==> src/rtl/lenet_input_reader_pkg.sv <==
// Shared constants, state encoding and pad-geometry helper for the LeNet input reader.
package lenet_input_reader_pkg;

  localparam int         CNN_INPUT_WIDTH_DEF  = 28;
  localparam int         CNN_INPUT_HEIGHT_DEF = 28;
  localparam int         CNN_INPUT_PAD_DEF    = 2;
  localparam int         REAL_W               = CNN_INPUT_WIDTH_DEF + 2 * CNN_INPUT_PAD_DEF;
  localparam int         REAL_H               = CNN_INPUT_HEIGHT_DEF + 2 * CNN_INPUT_PAD_DEF;
  localparam logic [7:0] PAD_VALUE_DEF        = 8'h00;
  localparam int         ADDR_W_DEF           = 10;

  typedef enum logic [1:0] {
    IDLE    = 2'd0,
    CAPTURE = 2'd1,
    READ    = 2'd2,
    DONE    = 2'd3
  } rd_state_t;

  // True when (r, c) lies in the zero border around the active image.
  function automatic logic is_pad(
    input int r,
    input int c,
    input int w   = CNN_INPUT_WIDTH_DEF,
    input int h   = CNN_INPUT_HEIGHT_DEF,
    input int pad = CNN_INPUT_PAD_DEF
  );
    return (r < pad) || (r >= pad + h) || (c < pad) || (c >= pad + w);
  endfunction

endpackage

==> src/rtl/lenet_input_reader_if.sv <==
// Buffer read port and pixel stream between the input reader and its neighbours.
interface lenet_input_reader_if
  import lenet_input_reader_pkg::*;
#(
  parameter int ADDR_W = ADDR_W_DEF
);

  logic [ADDR_W-1:0] rd_addr;
  logic              rd_en;
  logic [7:0]        rd_data;
  logic [7:0]        pix_data;
  logic              pix_valid;
  logic              pix_ready;
  logic              pix_last;

  modport master (
    output rd_addr,
    output rd_en,
    input  rd_data,
    output pix_data,
    output pix_valid,
    output pix_last,
    input  pix_ready
  );

  modport slave (
    input  rd_addr,
    input  rd_en,
    output rd_data,
    input  pix_data,
    input  pix_valid,
    input  pix_last,
    output pix_ready
  );

endinterface

==> src/rtl/lenet_input_reader_skid.sv <==
// Two-entry FIFO holding pixel data plus its last flag; head drives the output stream.
module lenet_rd_skid
  import lenet_input_reader_pkg::*;
#(
  parameter int DATA_W = 8
) (
  input  logic              clk24,
  input  logic              rst_n,
  input  logic              i_push,
  input  logic [DATA_W-1:0] i_data,
  input  logic              i_last,
  input  logic              i_pop,
  output logic              o_valid,
  output logic [DATA_W-1:0] o_data,
  output logic              o_last,
  output logic [1:0]        o_count
);

  logic [DATA_W:0] r_mem [2];
  logic            r_wr_ptr;
  logic            r_rd_ptr;
  logic [1:0]      r_count;
  logic            w_pop;
  logic            w_push;

  // A pop frees a slot in the same cycle, so a push into a full FIFO is legal when popping.
  assign w_pop  = i_pop && (r_count != 2'd0);
  assign w_push = i_push && ((r_count != 2'd2) || w_pop);

  // Storage, pointers and occupancy.
  always_ff @(posedge clk24 or negedge rst_n) begin
    if (!rst_n) begin
      r_mem[0] <= '0;
      r_mem[1] <= '0;
      r_wr_ptr <= 1'b0;
      r_rd_ptr <= 1'b0;
      r_count  <= 2'd0;
    end else begin
      if (w_push) begin
        r_mem[r_wr_ptr] <= {i_last, i_data};
        r_wr_ptr        <= ~r_wr_ptr;
      end
      if (w_pop) begin
        r_rd_ptr <= ~r_rd_ptr;
      end
      case ({w_push, w_pop})
        2'b10:   r_count <= r_count + 2'd1;
        2'b01:   r_count <= r_count - 2'd1;
        default: r_count <= r_count;
      endcase
    end
  end

  assign o_valid           = (r_count != 2'd0);
  assign {o_last, o_data}  = r_mem[r_rd_ptr];
  assign o_count           = r_count;

endmodule

==> src/rtl/lenet_input_reader.sv <==
// Reads the padded LeNet input buffer in raster order and streams pixels downstream,
// synthesising the pad border locally and requesting a new capture between frames.
module lenet_input_reader
  import lenet_input_reader_pkg::*;
#(
  parameter int         CNN_INPUT_WIDTH  = CNN_INPUT_WIDTH_DEF,
  parameter int         CNN_INPUT_HEIGHT = CNN_INPUT_HEIGHT_DEF,
  parameter int         CNN_INPUT_PAD    = CNN_INPUT_PAD_DEF,
  parameter logic [7:0] PAD_VALUE        = PAD_VALUE_DEF,
  parameter int         ADDR_W           = ADDR_W_DEF
) (
  input  logic                 clk24,
  input  logic                 rst_n,
  input  logic                 i_enable,
  input  logic                 i_lenet_data_ready,
  output logic                 o_lenet_doing_signal,
  output logic                 o_frame_done,
  output logic                 o_busy,
  lenet_input_reader_if.master bus
);

  localparam int TOT_W = CNN_INPUT_WIDTH + 2 * CNN_INPUT_PAD;
  localparam int TOT_H = CNN_INPUT_HEIGHT + 2 * CNN_INPUT_PAD;
  localparam int N_PIX = TOT_W * TOT_H;
  localparam int IDX_W = ADDR_W + 1;
  localparam int RC_W  = $clog2(((TOT_W > TOT_H) ? TOT_W : TOT_H) + 1);

  localparam logic [IDX_W-1:0] IDX_END  = IDX_W'(N_PIX);
  localparam logic [IDX_W-1:0] IDX_LAST = IDX_W'(N_PIX - 1);
  localparam logic [RC_W-1:0]  COL_LAST = RC_W'(TOT_W - 1);

  rd_state_t r_state;
  rd_state_t w_next_state;

  logic [RC_W-1:0]  r_row;
  logic [RC_W-1:0]  r_col;
  logic [IDX_W-1:0] r_idx;

  // One-cycle issue pipeline shared by pad and read slots keeps pixels in index order.
  logic r_pend;
  logic r_pend_pad;
  logic r_pend_last;

  logic       w_pad;
  logic       w_last_idx;
  logic       w_issue;
  logic       w_rd_en;
  logic [2:0] w_slots;
  logic [1:0] w_count;
  logic       w_valid;
  logic       w_pop;
  logic       w_head_last;
  logic [7:0] w_head_data;
  logic [7:0] w_push_data;

  assign w_pad      = is_pad(int'(r_row), int'(r_col), CNN_INPUT_WIDTH, CNN_INPUT_HEIGHT,
                             CNN_INPUT_PAD);
  assign w_last_idx = (r_idx == IDX_LAST);

  // Slots committed after this cycle: stored entries plus the one in flight, less a pop.
  assign w_slots = {1'b0, w_count} + {2'b00, r_pend} - {2'b00, w_pop};
  assign w_issue = (r_state == READ) && (r_idx != IDX_END) && (w_slots < 3'd2);
  assign w_rd_en = w_issue && !w_pad;

  assign bus.rd_en   = w_rd_en;
  assign bus.rd_addr = w_rd_en ? r_idx[ADDR_W-1:0] : '0;

  assign w_pop       = w_valid && bus.pix_ready;
  assign w_push_data = r_pend_pad ? PAD_VALUE : bus.rd_data;

  lenet_rd_skid #(
    .DATA_W (8)
  ) u_skid (
    .clk24   (clk24),
    .rst_n   (rst_n),
    .i_push  (r_pend),
    .i_data  (w_push_data),
    .i_last  (r_pend_last),
    .i_pop   (w_pop),
    .o_valid (w_valid),
    .o_data  (w_head_data),
    .o_last  (w_head_last),
    .o_count (w_count)
  );

  assign bus.pix_valid = w_valid;
  assign bus.pix_data  = w_head_data;
  assign bus.pix_last  = w_head_last;

  assign o_lenet_doing_signal = (r_state == CAPTURE);
  assign o_frame_done         = (r_state == DONE);
  assign o_busy               = (r_state != IDLE);

  // State register.
  always_ff @(posedge clk24 or negedge rst_n) begin
    if (!rst_n) begin
      r_state <= IDLE;
    end else begin
      r_state <= w_next_state;
    end
  end

  // Next-state: disable beats a coincident data_ready in CAPTURE; READ always finishes.
  always_comb begin
    w_next_state = r_state;
    case (r_state)
      IDLE: begin
        if (i_enable) begin
          w_next_state = CAPTURE;
        end
      end
      CAPTURE: begin
        if (!i_enable) begin
          w_next_state = IDLE;
        end else if (i_lenet_data_ready) begin
          w_next_state = READ;
        end
      end
      READ: begin
        if (w_pop && w_head_last) begin
          w_next_state = DONE;
        end
      end
      DONE: begin
        w_next_state = i_enable ? CAPTURE : IDLE;
      end
      default: w_next_state = IDLE;
    endcase
  end

  // Raster position and linear index; cleared once per frame in DONE.
  always_ff @(posedge clk24 or negedge rst_n) begin
    if (!rst_n) begin
      r_row <= '0;
      r_col <= '0;
      r_idx <= '0;
    end else if (r_state == DONE) begin
      r_row <= '0;
      r_col <= '0;
      r_idx <= '0;
    end else if (w_issue) begin
      r_idx <= r_idx + 1'b1;
      if (r_col == COL_LAST) begin
        r_col <= '0;
        r_row <= r_row + 1'b1;
      end else begin
        r_col <= r_col + 1'b1;
      end
    end
  end

  // Issued slot waits one cycle so read data and pad values enter the FIFO together in order.
  always_ff @(posedge clk24 or negedge rst_n) begin
    if (!rst_n) begin
      r_pend      <= 1'b0;
      r_pend_pad  <= 1'b0;
      r_pend_last <= 1'b0;
    end else begin
      r_pend      <= w_issue;
      r_pend_pad  <= w_pad;
      r_pend_last <= w_last_idx;
    end
  end

endmodule

==> src/flat_wrapper.sv <==
// flat-port wrapper written by rule: the top's interface ports become plain ports
module lenet_input_reader_flat import lenet_input_reader_pkg::*;
#(
  parameter int         CNN_INPUT_WIDTH  = CNN_INPUT_WIDTH_DEF,
  parameter int         CNN_INPUT_HEIGHT = CNN_INPUT_HEIGHT_DEF,
  parameter int         CNN_INPUT_PAD    = CNN_INPUT_PAD_DEF,
  parameter logic [7:0] PAD_VALUE        = PAD_VALUE_DEF,
  parameter int         ADDR_W           = ADDR_W_DEF
)
  (clk24, rst_n, i_enable, i_lenet_data_ready, o_lenet_doing_signal, o_frame_done, o_busy, bus_rd_addr, bus_rd_en, bus_rd_data, bus_pix_data, bus_pix_valid, bus_pix_last, bus_pix_ready);
  lenet_input_reader_if #(.ADDR_W(ADDR_W)) bus_i ();
  input  logic clk24;
  input  logic rst_n;
  input  logic i_enable;
  input  logic i_lenet_data_ready;
  output logic o_lenet_doing_signal;
  output logic o_frame_done;
  output logic o_busy;
  output wire logic [$bits(bus_i.rd_addr)-1:0] bus_rd_addr;
  output wire logic [$bits(bus_i.rd_en)-1:0] bus_rd_en;
  input wire logic [$bits(bus_i.rd_data)-1:0] bus_rd_data;
  output wire logic [$bits(bus_i.pix_data)-1:0] bus_pix_data;
  output wire logic [$bits(bus_i.pix_valid)-1:0] bus_pix_valid;
  output wire logic [$bits(bus_i.pix_last)-1:0] bus_pix_last;
  input wire logic [$bits(bus_i.pix_ready)-1:0] bus_pix_ready;
  assign bus_rd_addr = bus_i.rd_addr;
  assign bus_rd_en = bus_i.rd_en;
  assign bus_i.rd_data = bus_rd_data;
  assign bus_pix_data = bus_i.pix_data;
  assign bus_pix_valid = bus_i.pix_valid;
  assign bus_pix_last = bus_i.pix_last;
  assign bus_i.pix_ready = bus_pix_ready;
  lenet_input_reader #(.CNN_INPUT_WIDTH(CNN_INPUT_WIDTH), .CNN_INPUT_HEIGHT(CNN_INPUT_HEIGHT), .CNN_INPUT_PAD(CNN_INPUT_PAD), .PAD_VALUE(PAD_VALUE), .ADDR_W(ADDR_W)) u_core (.clk24(clk24), .rst_n(rst_n), .i_enable(i_enable), .i_lenet_data_ready(i_lenet_data_ready), .o_lenet_doing_signal(o_lenet_doing_signal), .o_frame_done(o_frame_done), .o_busy(o_busy), .bus(bus_i));
endmodule
==> config.mk <==
export PLATFORM = sky130hd
export DESIGN_NAME = lenet_input_reader_flat
export DESIGN_NICKNAME = d
export VERILOG_FILES = /design/src/rtl/lenet_input_reader_pkg.sv /design/src/rtl/lenet_input_reader_if.sv /design/src/rtl/lenet_input_reader_skid.sv /design/src/rtl/lenet_input_reader.sv /design/src/flat_wrapper.sv
export SDC_FILE = /design/constraint.sdc
export NUM_CORES = 1
export LEC_CHECK = 0
export CORE_MARGIN = 5
export CORE_UTILIZATION = 40
export CTS_CLUSTER_SIZE = 28
export DETAILED_ROUTE_END_ITERATION = 10
export PLACE_DENSITY = 0.61
export SLEW_MARGIN = 20
export SYNTH_ARGS = -nofsm -noshare
export SYNTH_HDL_FRONTEND = slang
export SYNTH_HIERARCHICAL = 1
export SYNTH_SLANG_ARGS = --single-unit
==> constraint.sdc <==
create_clock -name clk24 -period 8.15 [get_ports clk24]
set_clock_uncertainty 0.1 [all_clocks]
set_input_delay 1.63 -clock clk24 [delete_from_list [all_inputs] [get_ports clk24]]
set_output_delay 1.63 -clock clk24 [all_outputs]
set_load 0.01 [all_outputs]
* Word level (Yosys, flattened, before mapping)
Index checks and enable logic that the tools add are counted.
Operators by class: add/sub/neg operators 7, multiply operators 0, div/mod/pow operators 0, order comparisons 8, equal/unequal tests 12, shift-type cells 0, muxes and demuxes 23, bitwise operators 4, reductions and logical operators 21
Operators by type and width (number):
- two-way mux 6 bit | 6
- two-way mux 9 bit | 4
- two-way mux 11 bit | 2
- bitwise mux 18 bit | 1
- adder 6 x 1 -> 6 bit, second input constant | 2
- greater-or-equal comparator 6 x 5 -> 1 bit, second input constant | 2
- < comparator 6 x 2 -> 1 bit, second input constant | 2
- adder 11 x 1 -> 11 bit, second input constant | 1
- equality test 11 x 10 -> 1 bit, second input constant | 1
- inequality test 11 bit, second input constant | 1
- two-way mux 10 bit | 1
- nonzero test 2 bit | 5
- demux 9 bit (select 1 bit) | 1
- logical AND 1 bit | 8
- two-way mux 2 bit | 4
- two-way mux 8 bit | 1
- one-hot mux 2 bit (4 select lines) | 1
- equality test 2 bit, second input constant | 3
- equality test 6 x 5 -> 1 bit, second input constant | 1
- inequality test 2 bit, second input constant | 3
- equality test 2 x 1 -> 1 bit, second input constant | 2
- greater-or-equal comparator 2 bit, second input constant | 2
- logical OR 1 bit | 4
- NOT 1 -> 2 bit | 2
- other kinds (14) | 15
Word-level totals: register bits 50, bits in latches 0, memory bits (writable) 0, ROM bits 0, input bits 13, output and inout bits 24, word-level logic and storage cells 87, memories 0

* Longest topological paths before layout
word-level depth 7, depth in mapped cells 11, mapped depth without buffers 10

* By module
Netlist, hierarchy kept.
Modules (own cells, without submodules):
- lenet_input_reader | instances 1, cells an instance 196, area each 1749.2 um^2
- lenet_rd_skid | instances 1, cells an instance 65, area each 1018.5 um^2

* Worst setup path after synthesis
No wires, ideal clock.
path kind in2out, start point in bus_pix_ready, end point out bus_rd_addr[0], data arrival time 3.514 ns, slack 2.906 ns, cell stages on the path 10, cells stage by stage nand2_1 xnor2_1 nand2_1 fa_1 and3b_1 and2_1 buf_2 nand2_1 buf_2 nor3_1
On the way: cells in the longest elaborated chain, start to end 6
Ends and longest elaborated chain:
- from (decl) | RTL line flat_wrapper.sv:25 | input wire logic [$bits(bus_i.pix_ready)-1:0] bus_pix_ready;
- logical AND 1 bit | RTL line lenet_input_reader.sv:68 | assign w_pop = w_valid && bus.pix_ready;
- subtractor 3 x 1 -> 3 bit | RTL line lenet_input_reader.sv:61 | assign w_slots = {1'b0, w_count} + {2'b00, r_pend} - {2'b00, w_pop};
- < comparator 3 x 2 -> 1 bit | RTL line lenet_input_reader.sv:62 | assign w_issue = (r_state == READ) && (r_idx != IDX_END) && (w_slots < 3'd2);
- logical AND 1 bit | RTL line lenet_input_reader.sv:62
- logical AND 1 bit | RTL line lenet_input_reader.sv:63 | assign w_rd_en = w_issue && !w_pad;
- two-way mux 10 bit | RTL line lenet_input_reader.sv:66 | assign bus.rd_addr = w_rd_en ? r_idx[ADDR_W-1:0] : '0;
- to (decl) | RTL line flat_wrapper.sv:19 | output wire logic [$bits(bus_i.rd_addr)-1:0] bus_rd_addr;
No other way between the ends.

* Worst setup path in the final report
start point in bus_pix_ready, end point out bus_rd_addr[6]
The elaborated chain is that of the path after synthesis.

==> report_table.html <==
<table>
<tr><th>Metric</th><th>Value</th></tr>
<tr><th colspan="2">Die</th></tr>
<tr><td>Y dimension of the die</td><td>roughly 93 µm</td></tr>
<tr><td>Die X-Extent</td><td>between 90 and 100 µm</td></tr>
<tr><td>Starting Density</td><td>between 40 and 50%</td></tr>
<tr><td>Num rows</td><td>30</td></tr>
<tr><td>Total die area</td><td>just under 9000 µm²</td></tr>
<tr><td>Core Footprint</td><td>about 6800 µm²</td></tr>
<tr><td>I/O pin total</td><td>37</td></tr>
<tr><th colspan="2">Critical path</th></tr>
<tr><td>Number of gates on the worst path with buffers counted</td><td>10</td></tr>
<tr><td>CP endpoint</td><td>bus_rd_addr[6]</td></tr>
<tr><td>Maximum fanout encountered on the critical timing path</td><td>16</td></tr>
<tr><td>Reg-to-reg slack, setup</td><td>between 4 and 5 ns</td></tr>
<tr><td>Worst Reg-to-Reg Cells</td><td>10</td></tr>
<tr><td>Cell breakdown of the critical path</td><td>clkdlybuf4s50_1 -&gt; nand2_1 -&gt; xnor2_1 -&gt; nand2_1 -&gt; fa_1 -&gt; and3b_1 -&gt; and2_1 -&gt; nand2_1 -&gt; nor3_1 -&gt; clkdlybuf4s50_1</td></tr>
<tr><td>Highest-delay cell along the critical path</td><td>sky130_fd_sc_hd__clkdlybuf4s50_1</td></tr>
<tr><td>Stage delay of the slowest cell on the critical path</td><td>between 0.5 and 0.6 ns</td></tr>
<tr><td>Classification of the worst setup path</td><td>in -&gt; out</td></tr>
<tr><td>Most repeated library cell on the critical path</td><td>sky130_fd_sc_hd__nand2_1</td></tr>
<tr><td>Reg2Reg Capture Point</td><td>u_core/r_col[1]</td></tr>
<tr><td>Data required, critical path</td><td>between 6 and 7 ns</td></tr>
<tr><td>Signal arrival time at the worst endpoint</td><td>4.81 ns</td></tr>
<tr><td>Family of cells with the greatest summed delay on the critical path</td><td>simple AND/OR/NAND/NOR gates</td></tr>
<tr><td>Worst flop-to-flop path startpoint</td><td>u_core/u_skid/o_count[1]</td></tr>
<tr><td>Start point of the critical path</td><td>bus_pix_ready</td></tr>
<tr><td>Total buffers and inverters traversed by the critical path</td><td>2</td></tr>
<tr><td>Worst setup SP type</td><td>input port</td></tr>
<tr><td>CP Capture Type</td><td>output pin</td></tr>
<tr><th colspan="2">Flow run</th></tr>
<tr><td>Max cap viols</td><td>0</td></tr>
<tr><th colspan="2">Finish</th></tr>
<tr><td>Antenna cell count</td><td>0</td></tr>
<tr><td>Area growth from synthesis to final layout</td><td>18.2%</td></tr>
<tr><td>Fraction of layout instances using a drive strength above 1</td><td>between 15 and 20%</td></tr>
<tr><td>Post-layout instance area</td><td>between 3000 and 4000 µm²</td></tr>
<tr><td>Net count of the finished layout</td><td>between 300 and 400</td></tr>
<tr><th colspan="2">Timing</th></tr>
<tr><td>Headroom to the max-slew limit</td><td>between 20% and 30%</td></tr>
<tr><td>Final setup viols</td><td>0</td></tr>
<tr><td>Final period util</td><td>approximately four fifths</td></tr>
<tr><td>Summed negative setup slack over all endpoints</td><td>0 ns</td></tr>
<tr><td>Number of hold-slack violations in the final timing report</td><td>0</td></tr>
<tr><td>Unrepaired setup endpoints after global routing</td><td>no</td></tr>
<tr><td>Final Max Slew Viols</td><td>0</td></tr>
<tr><td>Worst hold slack</td><td>a little over 0.4 ns</td></tr>
<tr><td>Tightest Pin Transition</td><td>approximately 1.1 ns</td></tr>
<tr><td>Maximum frequency from static timing analysis</td><td>153 MHz</td></tr>
<tr><td>Min Tclk post-route</td><td>about 6.5 ns</td></tr>
<tr><td>Worst-case setup margin in the final layout</td><td>approximately 1.6 ns</td></tr>
<tr><th colspan="2">Drt</th></tr>
<tr><td>Drt wl/cell</td><td>about 16 µm</td></tr>
<tr><td>Remaining design rule violation count</td><td>0</td></tr>
<tr><td>Overall via count from detail_route</td><td>between 2k and 2.5k</td></tr>
<tr><td>Count of nets left with antenna violations after detail routing</td><td>0</td></tr>
<tr><td>Iteration-0 DRC count of the detailed router</td><td>just over 80</td></tr>
<tr><td>Total Wirelength</td><td>between 6 and 7 mm</td></tr>
<tr><td>DRT Pass-1 Iters</td><td>4</td></tr>
<tr><td>Vias/cell</td><td>between 5 and 6</td></tr>
<tr><th colspan="2">Clocking</th></tr>
<tr><td>Clock tree from TritonCTS</td><td>done</td></tr>
<tr><td>Clock buffers created by TritonCTS</td><td>5</td></tr>
<tr><td>Post-CTS Hold Buffers</td><td>0</td></tr>
<tr><td>H-tree depth reported by CTS</td><td>2</td></tr>
<tr><td>Clock sink count</td><td>50</td></tr>
<tr><td>Setup Buffers After CTS</td><td>0</td></tr>
<tr><td>Clock latency reported for the late side of the worst-skew pair</td><td>0.30 ns</td></tr>
<tr><td>Number of resized instances in the post-cts repair step</td><td>0</td></tr>
<tr><td>Maximum buffer depth of the clock tree</td><td>2</td></tr>
<tr><td>Worst-path clk slew</td><td>about 0.10 ns</td></tr>
<tr><td>Clock root cell</td><td>sky130_fd_sc_hd__clkbuf_8</td></tr>
<tr><th colspan="2">Placement</th></tr>
<tr><td>Post-placement cell area</td><td>about 3200 µm²</td></tr>
<tr><td>Number of buffers added on ports</td><td>36</td></tr>
<tr><td>Detailed-placement wirelength estimate</td><td>approximately 4.2 mm</td></tr>
<tr><td>Final GP Congestion</td><td>a little over 0.8</td></tr>
<tr><td>Worst slack after detailed placement</td><td>between 1.5 and 2 ns</td></tr>
<tr><th colspan="2">Synthesis</th></tr>
<tr><td>Sequential area share after synthesis</td><td>a little under half</td></tr>
<tr><td>Post-synth EDFFs</td><td>0</td></tr>
<tr><td>Syn. warnings</td><td>6</td></tr>
<tr><td>Cell with the most instances after synthesis</td><td>sky130_fd_sc_hd__dfrtp_1</td></tr>
<tr><td>Cell taking the most area after synthesis</td><td>sky130_fd_sc_hd__dfrtp_1</td></tr>
<tr><td>Distinct cell type count of the synthesized netlist</td><td>49</td></tr>
<tr><td>Commonest register cell after synthesis</td><td>sky130_fd_sc_hd__dfrtp_1</td></tr>
<tr><td>Share of Yosys cell area claimed by the top area cell type</td><td>a little under half</td></tr>
<tr><td>Number of instances in the synthesized netlist</td><td>between 200 and 300</td></tr>
<tr><td>Commonest cells post-synth</td><td>50 x sky130_fd_sc_hd__dfrtp_1, 19 x sky130_fd_sc_hd__nand2_1, 18 x sky130_fd_sc_hd__mux2_2</td></tr>
<tr><td>Per-instance average area after synthesis</td><td>around 11 µm²</td></tr>
<tr><td>Post-synthesis async set-or-reset flop share</td><td>between 90% and 100%</td></tr>
<tr><td>Total of flip-flops plus latches after synthesis</td><td>50</td></tr>
<tr><td>Nets in the synthesized netlist</td><td>280</td></tr>
<tr><td>Leading cell types by total area after synthesis</td><td>sky130_fd_sc_hd__dfrtp_1 45%, sky130_fd_sc_hd__mux2_2 7.3%, sky130_fd_sc_hd__mux2_4 4.9%</td></tr>
<tr><td>Cell area after synthesis</td><td>~2800 µm²</td></tr>
<tr><th colspan="2">Hold path</th></tr>
<tr><td>Kind of path behind the tightest hold check</td><td>reg -&gt; reg</td></tr>
<tr><th colspan="2">Global route</th></tr>
<tr><td>Number of global-route vias before repair</td><td>roughly 2.2k</td></tr>
<tr><td>Overflow left after global routing</td><td>0</td></tr>
<tr><td>Largest net degree at the start of global routing</td><td>between 50 and 60</td></tr>
<tr><td>Initial antenna violation count</td><td>0</td></tr>
<tr><td>First-pass GRT wire length</td><td>10.7 mm</td></tr>
<tr><td>Gr usage total</td><td>15.4%</td></tr>
<tr><th colspan="2">Status</th></tr>
<tr><td>Outcome</td><td>finished, final reports clean</td></tr>
<tr><th colspan="2">Power</th></tr>
<tr><td>Power density over the cells</td><td>approximately 290 nW/µm²</td></tr>
<tr><td>Leak</td><td>between 1 and 1.5 nW</td></tr>
<tr><td>Peak supply drop</td><td>0.115 mV</td></tr>
</table>
-- how the worst min path moves through the flow --
stage / slack, ns / startpoint / end / depth (start not counted)
6_report: 0.41 / u_core/u_skid/r_mem[8] / u_core/u_skid/r_mem[8] / 1
5_1_grt: 0.42 / u_core/u_skid/r_mem[14] / u_core/u_skid/r_mem[14] / 1
4_1_cts: 0.41 / u_core/u_skid/r_mem[1] / u_core/u_skid/r_mem[1] / 1
3_5_place_dp: 0.39 / u_core/u_skid/r_mem[1] / u_core/u_skid/r_mem[1] / 1
3_3_place_gp: 0.38 / u_core/u_skid/r_mem[7] / u_core/u_skid/r_mem[7] / 1
2_1_floorplan: 0.37 / u_core/r_idx[10] / u_core/r_pend_last / 1
-- layout make-up --
type / count / area (µm²)
multi-input cells: 186 / 1390
inverters: 14 / 52.6
well taps: 80 / 100
flip-flops and latches: 50 / 1250
repair buffers: 37 / 363
clock inverters: 3 / 43.8
clock buffers: 5 / 68.8
fillers: 636 / 3480
-- power breakdown --
| part | total, mW | internal (mW) | switching, mW |
|---|---|---|---|
| clock | 0.180 | 0.0921 | 0.0874 |
| sequential | 0.399 | 0.320 | 0.0790 |
| combinational | 0.386 | 0.205 | 0.182 |
| total | 0.965 | 0.617 | 0.348 |
-- metrics by stage --
| stage | std cells | power, mW | utilization (%) |
|---|---|---|---|
| finish | 375 | 0.965 | 48.4 |
| global placement | 367 | 0.783 | 46.8 |
| global route | 375 | 1.04 | 48.4 |
| CTS | 375 | 0.978 | 48.4 |
| floorplan | 261 | 0.664 | - |
| detailed placement | 367 | 0.792 | 46.8 |
-- layer usage --
layer | share of wire (%) | vias up | global-route usage [%]
met4 | 0.72 | 0 | 3.66
met1 | 47 | 1053 | 20.6
met3 | 4.3 | 4 | 3.78
met5 | 0 | - | 0
li1 | - | 1014 | -
met2 | 48 | 50 | 25.0
-- layout by cell type (no fill, tap or decap), types with 2 or more instances in the layout --
master and n:
sky130_fd_sc_hd__xor2_1 2, sky130_fd_sc_hd__nand3_1 15, sky130_fd_sc_hd__nor3b_2 2, sky130_fd_sc_hd__mux2i_1 5
sky130_fd_sc_hd__and3_1 2, sky130_fd_sc_hd__or4_1 4, sky130_fd_sc_hd__xnor2_1 4, sky130_fd_sc_hd__nor2b_1 10
sky130_fd_sc_hd__o21ai_0 4, sky130_fd_sc_hd__inv_1 13, sky130_fd_sc_hd__mux2_4 9, sky130_fd_sc_hd__o41ai_1 3
sky130_fd_sc_hd__a21oi_1 7, sky130_fd_sc_hd__and4_1 2, sky130_fd_sc_hd__nand2_1 19, sky130_fd_sc_hd__ha_1 5
sky130_fd_sc_hd__nor2_1 7, sky130_fd_sc_hd__mux2_2 18, sky130_fd_sc_hd__nor3_1 13, sky130_fd_sc_hd__nand4_1 7
sky130_fd_sc_hd__and2_1 3, sky130_fd_sc_hd__clkbuf_8 5, sky130_fd_sc_hd__nor4_1 5, sky130_fd_sc_hd__and4_4 2
sky130_fd_sc_hd__or2_2 2, sky130_fd_sc_hd__o311ai_0 6, sky130_fd_sc_hd__dfrtp_1 50, sky130_fd_sc_hd__nand2b_1 5
sky130_fd_sc_hd__a31oi_1 3, sky130_fd_sc_hd__o31ai_1 7, sky130_fd_sc_hd__clkdlybuf4s50_1 35
-- cells by family after synthesis --
family	count (synthesis)	synth area share, %
AOI/OAI and AO/OA	37	9.49
xor gates and xnor gates	7	2.49
adders and majority gates	6	2.98
buffers and inverters	25	4.48
DFF	50	45.2
muxes	32	14.0
and+or+nand+nor	104	21.3
-- flip-flops by register name, indices dropped and copies added (netlist names), named ones only --
name and cells:
u_core/u_skid/o_count 2, u_core/r_state 1, u_core/u_skid/r_wr_ptr 1, u_core/u_skid/r_rd_ptr 1, u_core/u_skid/r_mem 18, u_core/r_pend 1, u_core/r_col 6, u_core/r_idx 11
u_core/r_row 6, u_core/r_pend_last 1, u_core/r_pend_pad 1
-- worst register-to-register path: cells and delay by family, from the launching register on --
family	cells	cell delay (ns)
simple gates	6	1.55
fa+ha+maj	1	0.50
flops	1	0.48
buf+inv	1	0.24
xor+xnor	1	0.13
compound gates	1	0.11
(Power assumes the default switching activity.)
